**src/rtl/bcd_display_regs_pkg.sv**
```systemverilog
// Shared constants and FSM encoding for the BCD display register block.
// Everything here is consumed by the dabble step and the top-level FSM.
package display_pkg;

    localparam int DIGIT_W = 4;
    localparam logic [DIGIT_W-1:0] BLANK_CODE = 4'd15;
    localparam int TEMP_MAX = 99;
    localparam int SET_MAX  = 999;

    typedef enum logic [1:0] {
        IDLE   = 2'd0,
        CONV_T = 2'd1,
        CONV_S = 2'd2,
        PEND   = 2'd3
    } state_t;

endpackage

```
**src/rtl/bcd_display_regs_dabble_step.sv**
```systemverilog
// One double-dabble iteration on an N-digit BCD vector: add 3 to every
// nibble >= 5, then shift left one bit taking shift_in as the new LSB.
module bcd_dabble_step
    import display_pkg::*;
#(
    parameter int N = 2
) (
    input  logic [N*DIGIT_W-1:0] bcd_i,
    input  logic                 shift_in,
    output logic [N*DIGIT_W-1:0] bcd_o
);

    logic [N*DIGIT_W-1:0] adj;

    generate
        for (genvar gi = 0; gi < N; gi++) begin : g_adj
            assign adj[gi*DIGIT_W +: DIGIT_W] =
                (bcd_i[gi*DIGIT_W +: DIGIT_W] >= 4'd5) ?
                bcd_i[gi*DIGIT_W +: DIGIT_W] + 4'd3 :
                bcd_i[gi*DIGIT_W +: DIGIT_W];
        end
    endgenerate

    assign bcd_o = (adj << 1) | {{(N*DIGIT_W-1){1'b0}}, shift_in};

endmodule

```
**src/rtl/bcd_display_regs.sv**
```systemverilog
// Sequential binary-to-BCD converter for temperature/setpoint digits with a
// shadow stage that only reaches the outputs on a frame-start pulse.
module bcd_display_regs
    import display_pkg::*;
#(
    parameter int                 TEMP_W        = 7,
    parameter int                 SET_W         = 10,
    parameter logic [DIGIT_W-1:0] BLANK_CODE    = display_pkg::BLANK_CODE,
    parameter int                 LEADING_BLANK = 1
) (
    input  logic               clk,
    input  logic               rst_n,
    input  logic [TEMP_W-1:0]  temp_bin,
    input  logic [SET_W-1:0]   set_bin,
    input  logic               sample,
    input  logic               frame_start,
    output logic [DIGIT_W-1:0] registrotd,
    output logic [DIGIT_W-1:0] registrotu,
    output logic [DIGIT_W-1:0] registrosc,
    output logic [DIGIT_W-1:0] registrosd,
    output logic [DIGIT_W-1:0] registrosu,
    output logic               busy,
    output logic               ovf,
    output logic               sample_drop
);

    localparam int CNT_W = $clog2((TEMP_W > SET_W) ? TEMP_W : SET_W) + 1;
    localparam logic [CNT_W-1:0]  T_LAST = CNT_W'(TEMP_W - 1);
    localparam logic [CNT_W-1:0]  S_LAST = CNT_W'(SET_W - 1);
    localparam logic [TEMP_W-1:0] T_SAT  = TEMP_W'(TEMP_MAX);
    localparam logic [SET_W-1:0]  S_SAT  = SET_W'(SET_MAX);

    state_t                     state_q, state_d;
    logic [CNT_W-1:0]           cnt_q, cnt_d;
    logic [TEMP_W-1:0]          tbin_q, tbin_d;
    logic [SET_W-1:0]           sbin_q, sbin_d;
    logic [2*DIGIT_W-1:0]       tbcd_q, tbcd_d, tbcd_step;
    logic [3*DIGIT_W-1:0]       sbcd_q, sbcd_d, sbcd_step;
    logic                       ovf_pend_q, ovf_pend_d;
    // Digit slots: 4=temp tens, 3=temp units, 2=set hundreds, 1=set tens, 0=set units
    logic [4:0][DIGIT_W-1:0]    shadow_q, shadow_d;
    logic [4:0][DIGIT_W-1:0]    disp_q, disp_d;
    logic                       busy_q, busy_d;
    logic                       ovf_q, ovf_d;
    logic                       drop_q, drop_d;

    bcd_dabble_step #(.N(2)) u_step_t (
        .bcd_i    (tbcd_q),
        .shift_in (tbin_q[TEMP_W-1]),
        .bcd_o    (tbcd_step)
    );

    bcd_dabble_step #(.N(3)) u_step_s (
        .bcd_i    (sbcd_q),
        .shift_in (sbin_q[SET_W-1]),
        .bcd_o    (sbcd_step)
    );

    always_comb begin
        state_d    = state_q;
        cnt_d      = cnt_q;
        tbin_d     = tbin_q;
        sbin_d     = sbin_q;
        tbcd_d     = tbcd_q;
        sbcd_d     = sbcd_q;
        ovf_pend_d = ovf_pend_q;
        shadow_d   = shadow_q;
        disp_d     = disp_q;
        busy_d     = busy_q;
        ovf_d      = ovf_q;
        drop_d     = sample && (state_q != IDLE);

        case (state_q)
            IDLE: begin
                if (sample) begin
                    // Out-of-range values are clamped before conversion so the
                    // dabble naturally produces all nines.
                    tbin_d     = (temp_bin > T_SAT) ? T_SAT : temp_bin;
                    sbin_d     = (set_bin > S_SAT) ? S_SAT : set_bin;
                    ovf_pend_d = (temp_bin > T_SAT) || (set_bin > S_SAT);
                    tbcd_d     = '0;
                    sbcd_d     = '0;
                    cnt_d      = '0;
                    busy_d     = 1'b1;
                    state_d    = CONV_T;
                end
            end
            CONV_T: begin
                tbcd_d = tbcd_step;
                tbin_d = tbin_q << 1;
                cnt_d  = cnt_q + 1'b1;
                if (cnt_q == T_LAST) begin
                    cnt_d       = '0;
                    shadow_d[4] = tbcd_step[2*DIGIT_W-1:DIGIT_W];
                    shadow_d[3] = tbcd_step[DIGIT_W-1:0];
                    state_d     = CONV_S;
                end
            end
            CONV_S: begin
                sbcd_d = sbcd_step;
                sbin_d = sbin_q << 1;
                cnt_d  = cnt_q + 1'b1;
                if (cnt_q == S_LAST) begin
                    cnt_d       = '0;
                    shadow_d[2] = ((LEADING_BLANK != 0) &&
                                   (sbcd_step[3*DIGIT_W-1:2*DIGIT_W] == '0)) ?
                                  BLANK_CODE : sbcd_step[3*DIGIT_W-1:2*DIGIT_W];
                    shadow_d[1] = sbcd_step[2*DIGIT_W-1:DIGIT_W];
                    shadow_d[0] = sbcd_step[DIGIT_W-1:0];
                    state_d     = PEND;
                end
            end
            PEND: begin
                if (frame_start) begin
                    disp_d  = shadow_q;
                    ovf_d   = ovf_pend_q;
                    busy_d  = 1'b0;
                    state_d = IDLE;
                end
            end
            default: state_d = IDLE;
        endcase
    end

    always_ff @(posedge clk or negedge rst_n) begin
        if (!rst_n) begin
            state_q    <= IDLE;
            cnt_q      <= '0;
            tbin_q     <= '0;
            sbin_q     <= '0;
            tbcd_q     <= '0;
            sbcd_q     <= '0;
            ovf_pend_q <= 1'b0;
            shadow_q   <= {5{BLANK_CODE}};
            disp_q     <= {5{BLANK_CODE}};
            busy_q     <= 1'b0;
            ovf_q      <= 1'b0;
            drop_q     <= 1'b0;
        end else begin
            state_q    <= state_d;
            cnt_q      <= cnt_d;
            tbin_q     <= tbin_d;
            sbin_q     <= sbin_d;
            tbcd_q     <= tbcd_d;
            sbcd_q     <= sbcd_d;
            ovf_pend_q <= ovf_pend_d;
            shadow_q   <= shadow_d;
            disp_q     <= disp_d;
            busy_q     <= busy_d;
            ovf_q      <= ovf_d;
            drop_q     <= drop_d;
        end
    end

    assign registrotd  = disp_q[4];
    assign registrotu  = disp_q[3];
    assign registrosc  = disp_q[2];
    assign registrosd  = disp_q[1];
    assign registrosu  = disp_q[0];
    assign busy        = busy_q;
    assign ovf         = ovf_q;
    assign sample_drop = drop_q;

endmodule

```
**config.mk**
```make
export PLATFORM = sky130hd
export DESIGN_NAME = bcd_display_regs
export DESIGN_NICKNAME = d
export VERILOG_FILES = /design/src/rtl/bcd_display_regs_pkg.sv /design/src/rtl/bcd_display_regs_dabble_step.sv /design/src/rtl/bcd_display_regs.sv
export SDC_FILE = /design/constraint.sdc
export NUM_CORES = 1
export LEC_CHECK = 0
export BUFFER_PORTS_ARGS = -buffer_cell sky130_fd_sc_hd__buf_2
export CAP_MARGIN = 20
export CORE_MARGIN = 2
export CORE_UTILIZATION = 53
export DETAILED_ROUTE_END_ITERATION = 10
export PLACE_DENSITY = 0.83
export SLEW_MARGIN = 25
export SYNTH_ARGS = -nofsm -noshare
export SYNTH_HDL_FRONTEND = slang
export SYNTH_SLANG_ARGS = --single-unit
```
**constraint.sdc**
```tcl
create_clock -name clk -period 1.6 [get_ports clk]
set_input_delay 0.24 -clock clk [delete_from_list [all_inputs] [get_ports clk]]
set_output_delay 0.24 -clock clk [all_outputs]
set_load 0.005 [all_outputs]
```
**Word-level counts from Yosys, hierarchy flattened**

Cells that the tools add are included.

- Input port bits: 21
- Output and inout port bits: 23
- Register bits after elaboration: 88

- Reductions and logical operators: 18
- Equal/unequal tests: 9
- Magnitude comparators: 7
- Mux-type cells: 28
- Bitwise gates (word level): 2
- Add/subtract/negate cells: 6

Operators with widths:

| operator | number |
|---|---|
| one-hot mux 12 bit (2 select lines) | 1 |
| >= comparator 4 x 3 -> 1 bit (second input constant) | 5 |
| 2-to-1 mux 10 bit | 2 |
| one-hot mux 10 bit (2 select lines) | 1 |
| 2-to-1 mux 4 bit | 4 |
| one-hot mux 8 bit (2 select lines) | 1 |
| 2-to-1 mux 5 bit | 3 |
| one-hot mux 5 bit (3 select lines) | 1 |
| 2-to-1 mux 7 bit | 2 |
| one-hot mux 7 bit (2 select lines) | 1 |
| AND reduction 2 bit | 7 |
| adder 4 x 2 -> 4 bit (second input constant) | 3 |
| 2-to-1 mux 12 bit | 1 |
| bitwise OR 12 x 1 -> 12 bit | 1 |
| > comparator 10 bit (second input constant) | 1 |
| 2-to-1 mux 2 bit | 4 |
| 2-to-1 mux 8 bit | 1 |
| != test 2 bit (second input constant) | 4 |
| bitwise OR 8 x 1 -> 8 bit | 1 |
| one-hot mux 2 bit (4 select lines) | 1 |
| nonzero test 2 bit | 4 |
| > comparator 7 bit (second input constant) | 1 |
| adder 3 x 2 -> 3 bit (second input constant) | 2 |
| 2-to-1 mux 3 bit | 2 |
| other kinds (14) | 16 |

**Longest topological paths before layout**

- Word-level depth: 5
- Mapped depth: 7
- Gate-level depth less buffers: 6

**Hierarchy**

From an unflattened synthesis, not the netlist that was laid out.

- Cells, all modules: 424
- Area total of the unflattened synthesis: 4620.7 um^2

Modules (own cells, without submodules):

| module | times used | area each (um^2) | cells each |
|---|---|---|---|
| bcd_display_regs | 1 | 4139.0 | 350 |
| bcd_dabble_step at u_step_s | 1 | 291.5 | 45 |
| bcd_dabble_step at u_step_t | 1 | 190.2 | 29 |

**Worst setup path before layout**

No wires, ideal clock.

- Path kind: reg2reg
- Start: reg state_q[0]
- End: reg tbin_q[2]
- Library setup time: 127 ps
- Stages on the path, launching flop included: 8
- Path slack: -98 ps
- Path buffers: 1
- Period minus slack after synthesis: 1698 ps
- Arrival time: 1571 ps
- Data required time: 1473 ps
- Path through: dfrtp_1 inv_1 ha_1 nor2b_1 buf_2 nor2_1 a222oi_1 inv_1

- Cells in the longest elaborated chain, start to end: 3
- Elaborated cells between the ends (all ways): 6

Ends and longest elaborated chain:

| item | line | source |
|---|---|---|
| from (decl) | bcd_display_regs.sv:33 | `state_t state_q, state_d;` |
| from (signal assigned) | bcd_display_regs.sv:140 | `state_q <= state_d;` |
| == test 2 x 1 -> 1 bit / zero test 2 bit (equally long branches) | bcd_display_regs.sv:73 | `case (state_q)` |
| nonzero test 2 bit (no line) / != test 2 bit (equally long branches) | -- |  |
| AND reduction 2 bit (no line) | -- |  |
| to (signal assigned) | bcd_display_regs.sv:142 | `tbin_q <= tbin_d;` |
| to (decl) | bcd_display_regs.sv:35 | `logic [TEMP_W-1:0] tbin_q, tbin_d;` |

Several ways; a longest one is shown, not always the timed one.
A chain may end at the register's enable or synchronous reset.

**Worst setup path in the final report**

- Start: reg sbcd_q[8]
- End: reg shadow_q[9] (netlist name)

- Cells in the longest elaborated chain, start to end: 5
- Elaborated cells between the ends (all ways): 6

Ends and longest elaborated chain:

| item | line | source |
|---|---|---|
| from (decl) | bcd_display_regs.sv:38 | `logic [3*DIGIT_W-1:0] sbcd_q, sbcd_d, sbcd_step;` |
| from (signal assigned) | bcd_display_regs.sv:132 | `sbcd_q <= '0;` |
| from (signal assigned) | bcd_display_regs.sv:145 | `sbcd_q <= sbcd_d;` |
| >= comparator 4 x 3 -> 1 bit / adder 3 x 2 -> 3 bit (equally long branches) | bcd_display_regs_dabble_step.sv:18, bcd_display_regs_dabble_step.sv:19 |  |
| 2-to-1 mux 3 bit (*) | bcd_display_regs_dabble_step.sv:18 | `(bcd_i[gi*DIGIT_W +: DIGIT_W] >= 4'd5) ?` |
| bitwise OR 12 x 1 -> 12 bit (*) | bcd_display_regs_dabble_step.sv:24 | `assign bcd_o = (adj << 1) \| {{(N*DIGIT_W-1){1'b0}}, shift_in};` |
| zero test 4 bit | bcd_display_regs.sv:106 | `(sbcd_step[3*DIGIT_W-1:2*DIGIT_W] == '0)) ?` |
| 2-to-1 mux 4 bit (*) | bcd_display_regs.sv:106 |  |
| to (signal assigned) | bcd_display_regs.sv:134 | `shadow_q <= {5{BLANK_CODE}};` |
| to (signal assigned) | bcd_display_regs.sv:147 | `shadow_q <= shadow_d;` |
| to (decl) | bcd_display_regs.sv:41 | `logic [4:0][DIGIT_W-1:0] shadow_q, shadow_d;` |

Mark *: on every way between the ends. The rest lies on a longest branch, timed or not.

==> summary.txt <==
Status: finished, violations left
Failing checks: negative setup slack
Final HPWL DP: 6780 um
Fin Clk Skew: 0.0128 ns
Post-synth EDFFs: 0
Async SR Flop Fraction: 1.00
Reg-to-reg startpoint: sbcd_q[8]
Min setup slack post-route: -0.182 ns
WL/cell: 19.7 um
Sink Count: 88
Fin crit share: 1.11
1st-pass router iterations: 5
Final setup fails: 14
Total CTS buffers: 9
Area leader, netlist: dfrtp_1
Crit path largest cell delay: 0.42 ns
Worst R2R End: shadow_q[9]
Global route overflow: 0
R2r setup slk: -0.18 ns
Crit-path max FO: 4
Sequential share of the synthesized area: 0.526
Post-DP Area: 0.00503 mm2
Power Dens Cells: 1890 mW/mm2
Unrepaired setup endpoints after global routing: yes
GRT Util Overall: 0.244
Worst Hold Path EP: tbin_q[4]
CTS Root Cell: clkbuf_8
Pre-CTS WS: -0.156 ns
VDD IR-drop max: 0.000983 V
Cells after synthesis: 400
Cell Rows: 32
Via density: 6.10
Htree depth: 3
Total Power: 0.0108 W
Final min period: 1.78 ns
Routed wire length: 12200 um
CTS max path bufs: 2
TritonCTS clock tree: done
Hold path depth: 3
Core ar.: 0.00777 mm2
Syn nets: 439
Initial core utilization: 0.551
Gpl congestion: 0.851
Residual DRC count: 0
Syn_area_per_cell: 10.7 um2
Antenna-violating nets left: 0
Largest cells by area after synthesis: dfrtp_1, dfstp_2, mux2_2, o21ai_0, ha_1
Diodes inserted: 0
Most common cell after layout, fill and taps aside: buf_4
First-pass GRT wire length: 16600 um
P&R area growth vs syn: 33.5%
Layout fillers: 487
Min-Delay Startpoint: temp_bin[4]
Hold violation count in the final report: 0
Largest net degree at the start of global routing: 89
Worst-margin pin slew: 0.475 ns
CP cell instances: inv_2, ha_4, or2b_1, a211oi_2, or2_2, a221o_1
Slowest CP cell: dfrtp_1
Die ar.: 0.00881 mm2
Share of the synthesized area in the top cell type: 0.281
Vias: 3775
Floorplan die width: 93.9 um
Post-Synthesis Cell Area: 0.00428 mm2
Vias in the first global route: 3467
Critical Path RT: 1.89 ns
Post-route cell area: 0.00571 mm2
FMAX: 0.561 GHz
Initial antenna violation count: 0
Max Cap Violations: 0
Critical path arrival: 2.07 ns
Commonest cells after routing, fill and taps aside: buf_4, nand2_1, dfrtp_1, buf_2, dfstp_2
Yosys warning count: 0
Share of cells above drive strength 1: 0.522
Die H: 93.9 um
Register-to-Register Path Depth: 6
Static leakage: 2.51 nW
Distinct cells, synth: 50
Top FF cell, synth: dfrtp_1
Fin. max-slew vios: 0
I/O Pins: 44
FF+latch count, synth: 88
Worst-Skew Late Latency: 0.37 ns
Slew margin rel.: 0.683
Hold Path Class: input port to flip-flop
CP Capture Type: flip-flop
Initial DRC count: 347
Layout Nets: 551
CTS clk-pin slew, worst paths: 0.10 ns
IO buf count: 43
Startpoint types: flip-flop
Setup Crit Path Kind: flip-flop to flip-flop
[where the power goes]
| part | switching [W] | internal (W) | total [W] | leakage, nW |
|---|---|---|---|---|
| sequential | 0.000489 | 0.00277 | 0.00326 | 1.03 |
| clock | 0.000845 | 0.000771 | 0.00162 | 0.103 |
| combinational | 0.00312 | 0.00282 | 0.00594 | 1.38 |
[flip-flops by register name (all words and copies together) (netlist names), 5 cells and up]
register  flops
tbin_q        7
sbin_q       10
shadow_q     20
cnt_q         5
tbcd_q        8
sbcd_q       12
[worst max-delay path, delay by kind of cell (launching register included)]
family	cells	cell delay [ns]
buf+inv	1	0.06
flops	1	0.42
compound gates	2	0.47
simple gates	2	0.60
fa+ha+maj	1	0.17
[synth_stat cells, types with 6 or more instances]
cell      instances
nand2_1          54
dfrtp_1          48
o21ai_0          46
dfstp_2          40
mux2_2           29
a21oi_1          22
inv_1            21
ha_1             18
nor2_1           12
o22ai_1          10
nor3b_1           8
buf_2             7
clkbuf_1          7
o221ai_1          6
[worst max-delay path by stage]
stage	from	slack, ns	cells after the start	end
2_1_floorplan	sbcd_q[4]	-0.02	6	shadow_q[9]
3_3_place_gp	sbcd_q[8]	-0.02	6	shadow_q[9]
3_5_place_dp	sbcd_q[8]	-0.16	6	shadow_q[11]
4_1_cts	sbcd_q[8]	-0.15	7	shadow_q[9]
5_1_grt	sbcd_q[8]	-0.23	6	shadow_q[11]
6_report	sbcd_q[8]	-0.18	6	shadow_q[9]
[cells by family (layout without fill, tap and decap cells)]
family,count (synthesis),after routing,synth area share
and+or+nand+nor,106,106,0.126
AOI/OAI and AO/OA,114,114,0.165
DFF,88,88,0.526
adders and majority gates,18,18,0.0526
xor gates and xnor gates,4,4,0.00818
buffers and inverters,36,153,0.0336
muxes,34,34,0.0880
[cell type report]
class | count | area (um2) | share of cell area
clock buffers | 10 | 138 | 0.0241
clock inverters | 6 | 65.1 | 0.0114
inverters | 21 | 78.8 | 0.0138
multi-input cells | 276 | 2220 | 0.389
flip-flops and latches | 88 | 2250 | 0.395
well taps | 102 | 128 | 0.0223
repair buffers | 116 | 826 | 0.145
[through the flow]
step | util | TNS, ns | cells | hold WS (ns)
CTS | 0.695 | -0.469 | 606 | 0.0947
finish | 0.736 | -0.996 | 619 | 0.127
detailed placement | 0.648 | -1.40 | 581 | 0.307
global route | 0.736 | -2.09 | 619 | 0.130
global placement | 0.648 | -0.0683 | 581 | 0.308
floorplan | - | -0.0203 | 400 | -0.0556
[what timing repair did]
action	in CTS	in global routing
hold buffers	1	0
gates cloned	0	3
resized for setup	23	67
endpoints found under the hold margin	48	0
endpoints found under the setup margin	40	62
pin swaps	5	17
setup buffers	8	12
[metal layers]
metal  GRT usage  routed length [um]  vias up
met5           0                   0        -
met4       0.143                 591        0
met3      0.0433                 827       64
met2       0.391                6160      194
met1       0.310                4640     1860
li1            -                   -     1657
(Power assumes the default switching activity.)
